## src/rtl/ibr128_pkg.sv

```systemverilog
// ---------------------------------------------------------------------------
// ibr128_pkg
// Shared types and constants for the IBR128 block-cipher control slice.
//   state_t          : controller state encoding
//   DEFAULT_TIMEOUT  : default done-wait limit in cycles
//   CNT_W            : wait-counter width (covers TIMEOUT up to 65535)
// ---------------------------------------------------------------------------
package ibr128_pkg;

    typedef enum logic [2:0] {
        ST_IDLE = 3'd0,
        ST_KEY  = 3'd1,
        ST_HI   = 3'd2,
        ST_LO   = 3'd3,
        ST_DONE = 3'd4
    } state_t;

    localparam int DEFAULT_TIMEOUT = 1023;
    localparam int CNT_W           = 16;

endpackage

```

## src/rtl/ibr128_wait_cnt.sv

```systemverilog
// ---------------------------------------------------------------------------
// ibr128_wait_cnt
// Clearable up-counter measuring how long the controller has waited for a
// done pulse in its current state.
//   Clk, RstN : clock, synchronous active-low reset
//   i_clr     : force count to zero (state entry)
//   i_en      : count this cycle
//   o_first   : count is zero, i.e. first cycle in the state
//   o_tc      : count has reached TIMEOUT
// ---------------------------------------------------------------------------
module ibr128_wait_cnt
    import ibr128_pkg::*;
#(
    parameter int TIMEOUT = DEFAULT_TIMEOUT
) (
    input  logic Clk,
    input  logic RstN,
    input  logic i_clr,
    input  logic i_en,
    output logic o_first,
    output logic o_tc
);

    localparam logic [CNT_W-1:0] TC_VAL = CNT_W'(TIMEOUT);

    logic [CNT_W-1:0] r_cnt;

    // Saturates at TIMEOUT; the controller always leaves the state there.
    always_ff @(posedge Clk) begin
        if (!RstN) begin
            r_cnt <= '0;
        end else if (i_clr) begin
            r_cnt <= '0;
        end else if (i_en && !o_tc) begin
            r_cnt <= r_cnt + 1'b1;
        end
    end

    assign o_first = (r_cnt == '0);
    assign o_tc    = (r_cnt == TC_VAL);

endmodule

```

## src/rtl/ibr128_core_ctrl.sv

```systemverilog
// ---------------------------------------------------------------------------
// ibr128_core_ctrl
// Sequences one 128-bit block through a 64-bit cipher core as two halves,
// with an optional key-schedule refresh first and a per-state done timeout.
//   Clk, RstN            : clock, synchronous active-low reset
//   block_start/encrypt/pData/sa : request level, direction, data, key refresh
//   block_ready/eData/err: result handshake, result block, timeout flag
//   key_start/key_done   : key expansion start pulse / completion pulse
//   core_start/core_encrypt/core_din : core start pulse, direction, input half
//   core_done/core_dout  : core result pulse and half
//
// state | meaning
// IDLE  | waiting for a rising edge on block_start
// KEY   | key expansion running, waiting for key_done
// HI    | core processing pData[127:64]
// LO    | core processing pData[63:0]
// DONE  | result (or timeout) presented until block_start drops
// ---------------------------------------------------------------------------
module ibr128_core_ctrl
    import ibr128_pkg::*;
#(
    parameter int TIMEOUT = DEFAULT_TIMEOUT
) (
    input  logic         Clk,
    input  logic         RstN,
    input  logic         block_start,
    input  logic         encrypt,
    input  logic [127:0] pData,
    input  logic         sa,
    output logic         block_ready,
    output logic [127:0] eData,
    output logic         err,
    output logic         key_start,
    input  logic         key_done,
    output logic         core_start,
    output logic         core_encrypt,
    output logic [63:0]  core_din,
    input  logic         core_done,
    input  logic [63:0]  core_dout
);

    state_t         r_state;
    state_t         w_state_next;
    logic           r_bs_prev;
    logic           r_armed;
    logic [127:0]   r_pdata;
    logic           r_enc;
    logic [63:0]    r_shadow;
    logic [127:0]   r_edata;
    logic           r_err;
    logic           r_ready;

    logic w_accept;
    logic w_first;
    logic w_tc;
    logic w_wait;
    logic w_hi_ok;
    logic w_lo_ok;
    logic w_timeout;

    // A level already high when reset releases is not an edge: the request
    // path is armed only once block_start has been seen low.
    assign w_accept = (r_state == ST_IDLE) && r_armed && block_start && !r_bs_prev;
    assign w_wait   = (r_state == ST_KEY) || (r_state == ST_HI) || (r_state == ST_LO);

    ibr128_wait_cnt #(
        .TIMEOUT (TIMEOUT)
    ) u_wait_cnt (
        .Clk     (Clk),
        .RstN    (RstN),
        .i_clr   (w_state_next != r_state),
        .i_en    (w_wait),
        .o_first (w_first),
        .o_tc    (w_tc)
    );

    // Abort beats done, done beats timeout; dones in the start cycle are ignored.
    always_comb begin
        w_state_next = r_state;
        w_hi_ok      = 1'b0;
        w_lo_ok      = 1'b0;
        w_timeout    = 1'b0;
        case (r_state)
            ST_IDLE: begin
                if (w_accept) w_state_next = sa ? ST_KEY : ST_HI;
            end
            ST_KEY: begin
                if (!block_start) begin
                    w_state_next = ST_IDLE;
                end else if (key_done && !w_first) begin
                    w_state_next = ST_HI;
                end else if (w_tc) begin
                    w_timeout    = 1'b1;
                    w_state_next = ST_DONE;
                end
            end
            ST_HI: begin
                if (!block_start) begin
                    w_state_next = ST_IDLE;
                end else if (core_done && !w_first) begin
                    w_hi_ok      = 1'b1;
                    w_state_next = ST_LO;
                end else if (w_tc) begin
                    w_timeout    = 1'b1;
                    w_state_next = ST_DONE;
                end
            end
            ST_LO: begin
                if (!block_start) begin
                    w_state_next = ST_IDLE;
                end else if (core_done && !w_first) begin
                    w_lo_ok      = 1'b1;
                    w_state_next = ST_DONE;
                end else if (w_tc) begin
                    w_timeout    = 1'b1;
                    w_state_next = ST_DONE;
                end
            end
            ST_DONE: begin
                if (!block_start) w_state_next = ST_IDLE;
            end
            default: w_state_next = ST_IDLE;
        endcase
    end

    always_ff @(posedge Clk) begin
        if (!RstN) begin
            r_state   <= ST_IDLE;
            r_bs_prev <= 1'b0;
            r_armed   <= 1'b0;
            r_pdata   <= '0;
            r_enc     <= 1'b0;
            r_shadow  <= '0;
            r_edata   <= '0;
            r_err     <= 1'b0;
            r_ready   <= 1'b0;
        end else begin
            r_state   <= w_state_next;
            r_bs_prev <= block_start;
            if (!block_start) r_armed <= 1'b1;
            r_ready   <= (r_state == ST_DONE) && block_start;
            if (w_accept) begin
                r_pdata <= pData;
                r_enc   <= encrypt;
                r_err   <= 1'b0;
            end
            // Upper half is parked in a shadow so an abort in LO leaves eData intact.
            if (w_hi_ok) r_shadow <= core_dout;
            if (w_lo_ok) r_edata  <= {r_shadow, core_dout};
            if (w_timeout) begin
                r_edata <= '0;
                r_err   <= 1'b1;
            end
        end
    end

    assign key_start    = (r_state == ST_KEY) && w_first;
    assign core_start   = ((r_state == ST_HI) || (r_state == ST_LO)) && w_first;
    assign core_din     = (r_state == ST_LO) ? r_pdata[63:0] : r_pdata[127:64];
    assign core_encrypt = r_enc;
    assign eData        = r_edata;
    assign err          = r_err;
    assign block_ready  = r_ready;

endmodule
```

## config.mk

```make
export PLATFORM = sky130hd
export DESIGN_NAME = ibr128_core_ctrl
export DESIGN_NICKNAME = d
export VERILOG_FILES = /design/src/rtl/ibr128_pkg.sv /design/src/rtl/ibr128_wait_cnt.sv /design/src/rtl/ibr128_core_ctrl.sv
export SDC_FILE = /design/constraint.sdc
export NUM_CORES = 1
export LEC_CHECK = 0
export ABC_AREA = 1
export ABC_CLOCK_PERIOD_IN_PS = 3900
export BUFFER_PORTS_ARGS = -buffer_cell sky130_fd_sc_hd__buf_2
export CORE_ASPECT_RATIO = 0.9
export CORE_MARGIN = 1.5
export CORE_UTILIZATION = 55
export CTS_CLUSTER_SIZE = 10
export DETAILED_ROUTE_END_ITERATION = 6
export PLACE_DENSITY = 0.84
export SYNTH_ARGS = -nofsm -noshare
export SYNTH_HDL_FRONTEND = slang
export SYNTH_SLANG_ARGS = --single-unit
```

## constraint.sdc

```tcl
create_clock -name Clk -period 3.9 [get_ports Clk]
set_input_delay 0.78 -clock Clk [delete_from_list [all_inputs] [get_ports Clk]]
set_output_delay 0.78 -clock Clk [all_outputs]
set_load 0.05 [all_outputs]
```

==> results.md <==
- Port buffer count: 395
- Syn nets: 1977
- Crit path max fanout: 43
- DIE HEIGHT: 152.0 um
- Uppermost layer routed: met5
- Die footprint: 25620 um^2
- Clk Latency, worst-skew pair: 0.51 ns
- RePlAce Congestion: 0.8843
- Final wirelength: 37070 um
- Slew @ Worst Pin: 0.8095 ns
- Slew Limit Fails: 0
- Sequential share of power: 49.5%
- Synth cell types: 34
- Logic pwr share: 7.5%
- Worst setup path endpoint: core_din[44]
- Worst-path clk slew: 0.05 ns
- Row cnt: 54
- Layout fillers: 1991
- Initial Util: 55.94%
- Resized cells post-CTS: 0
- Metal-1 WL: 15560 um
- R2r setup slk: 1.24 ns
- Layout Nets: 2299
- CTS sink count: 344
- Max clock buf depth: 3
- Most frequent cells in the layout: buf_2 (394), dfxtp_1 (344), a21oi_1 (263), o21ai_0 (260), nand2_1 (248)
- Net Switching: 1.735 mW
- Ys flop type: dfxtp_1
- Initial DRC count: 997
- CP cell instances: nand2_2 -> nor2_4 -> buf_4 -> nand2_1 -> o21ai_0 -> buf_2
- Max-cap viol count: 0
- Maximum operating frequency: 0.3196 GHz
- Period minus WS final: 3.129 ns
- Detail Route Antenna Nets: 0
- Setup TNS: 0 ns
- VDD IR max: 299.2 uV
- Cell taking the most area after synthesis: dfxtp_1
- RR Startpoint: u_wait_cnt.r_cnt[0]$_SDFFE_PP0P_
- IO Count: 396
- Crit. End Element: primary output
- Unrepaired setup endpoints after global routing: no
- Overall power: 7.316 mW
- Netlist Area Pre-Place: 13570 um^2
- CORE AREA: 24260 um^2
- WHS Path Cells: 2
- 1st-pass router iterations: 7
- Vias in the first global route: 11.91k
- H-tree lvl count: 2
- Pleak: 7.008 nW
- Initial antenna violation count: 7
- TritonCTS clock tree: yes
- First-pass GRT wire length: 59260 um
- Worst Setup Slack post-DPL: 1.097 ns
- Synth top area share: 50.75%
- Post-synth EDFFs: 0
- Routed len/inst: 15.34 um
- Crit-path max cell delay: 0.52 ns
- Post-CTS Hold Fix Bufs: 0
- Main area contributors after synthesis: dfxtp_1 (51%), a21oi_1 (9.7%), o21ai_0 (9.6%)
- Internal: 5.581 mW
- Clock power frac: 43.0%
- Metal3 WL: 2535 um
- Worst setup SP type: flip-flop
- Rel. slew slack: 46.03%
- Layout cells sized above 1: 24.50%
- Vias per cell: 5.329
- Outcome: complete, no violations
- DRC viols: 0
- Crit. Startpoint: r_state[1]$_SDFF_PN0_
- Arr. time, crit path: 2.35 ns
- Switching share of power: 23.71%
- Worst hold path type: reg2reg
- Crit path kind: reg2out
- Largest net degree at the start of global routing: 195
- CP max-delay cell: dfxtp_1
- Pwr/cell area: 440.3 nW/um^2
- Reg2Reg Depth: 9
- #FFs+latches synth: 344
- Syn. warnings: 0
- Post-Syn Area per Cell: 7.640 um^2
- GRT Overall Usage: 28.04%
- FF-to-FF End: eData[111]$_SDFFE_PP0P_
- Worst EP required: 3.12 ns
- Worst setup margin: 0.7706 ns
- Final count of negative-setup-slack endpoints: 0
- Hpwl dp: 24610 um
- Most common cell after layout, fill and taps aside: buf_2
- Number of setup buffers added after CTS: 0
- Area growth syn-to-layout: 22.44%
- Hold WS: 0.4453 ns
- TritonCTS Buffers: 40
- Met2 wire length: 17230 um
- Cells after synthesis: 1776
- Ys async rst share: 0%
- Sequential-to-total area share from yosys stat: 50.75%
- GR Overflow Total: 0
- Layout Skew: 0.01201 ns
- Final critical-path share of the clock period: 80.24%
- Final Hold Viols: 0
- Die Width: 168.6 um
- Routed vias: 12.87k
- Clk root buf: clkbuf_16
[final cells by class]
class                   instances  area [um^2]  area share, %
flip-flops and latches        344         6887          41.45
clock inverters                 3        30.03         0.1807
diodes                          6        15.01        0.09037
well taps                     308        385.4          2.319
multi-input cells            1140         5542          33.35
inverters                     161        606.8          3.652
clock buffers                  43         1012          6.092
repair buffers                411         2137          12.86
[state kept, by name, indices dropped and copies added, names as in the netlist]
| name | flops |
|---|---|
| r_shadow | 64 |
| r_armed | 1 |
| block_ready | 1 |
| r_pdata | 128 |
| r_state | 3 |
| eData | 128 |
| r_bs_prev | 1 |
| err | 1 |
| u_wait_cnt.r_cnt | 16 |
| core_encrypt | 1 |
[worst min path at each step]
stage                                      to  slack (ns)                      start
floorplan           r_shadow[10]$_SDFFE_PN0P_        0.42  r_shadow[10]$_SDFFE_PN0P_
global placement    r_shadow[11]$_SDFFE_PN0P_        0.43  r_shadow[11]$_SDFFE_PN0P_
detailed placement  r_shadow[44]$_SDFFE_PN0P_        0.44  r_shadow[44]$_SDFFE_PN0P_
CTS                 r_shadow[44]$_SDFFE_PN0P_        0.45  r_shadow[44]$_SDFFE_PN0P_
global route        r_shadow[18]$_SDFFE_PN0P_        0.46  r_shadow[18]$_SDFFE_PN0P_
finish              r_shadow[31]$_SDFFE_PN0P_        0.45  r_shadow[31]$_SDFFE_PN0P_
[through the flow]
| step | std cells | util [%] | cell area (um^2) |
|---|---|---|---|
| after floorplan | 1776 | - | 13570 |
| after global placement | 2364 | 64.14 | 15560 |
| after detailed placement | 2364 | 64.14 | 15560 |
| after CTS | 2410 | 68.44 | 16600 |
| after global routing | 2416 | 68.50 | 16610 |
| final | 2416 | 68.50 | 16610 |
[power by group through the flow]
stage | clock, mW | sequential (mW) | combinational, mW
2_1_floorplan | 0 | 3.69 | 0.342
3_3_place_gp | 0 | 3.69 | 0.536
3_5_place_dp | 0 | 3.69 | 0.543
4_1_cts | 3.18 | 3.62 | 0.546
5_1_grt | 3.32 | 3.63 | 0.597
6_report | 3.15 | 3.62 | 0.547
[critical path: cells and delay by family, from the launching register on]
family                 cells  cell delay, ns
AOI/OAI and AO/OA          1            0.14
buffers and inverters      2            0.78
DFF                        1            0.52
and+or+nand+nor            3            0.39
[Yosys cell counts, types with 6 or more instances]
master,instances
clkbuf_1,84
nor2_1,154
dfxtp_1,344
nor3_1,9
or2_0,43
inv_1,155
nor4_1,6
nand2_2,8
a21oi_1,263
buf_1,7
nand2_1,249
xor2_1,14
buf_2,34
nor3_2,10
nand4_1,7
o21ai_0,260
nor2_2,6
nand3_1,74
or2_2,20
[cells by family after synthesis]
family | synth area share [%]
simple gates | 20.11
compound gates | 19.39
flops | 50.75
buf+inv | 8.585
xor+xnor | 0.9037
fa+ha+maj | 0.1844
mux | 0.07377
[routing by layer]
layer / GRT usage [%] / vias up
li1: - / 6394
met1: 35.60 / 5876
met2: 45.23 / 487
met3: 6.017 / 115
met4: 14.07 / 2
met5: 0 / -
Note: power is estimated with default switching activity, not from simulation.
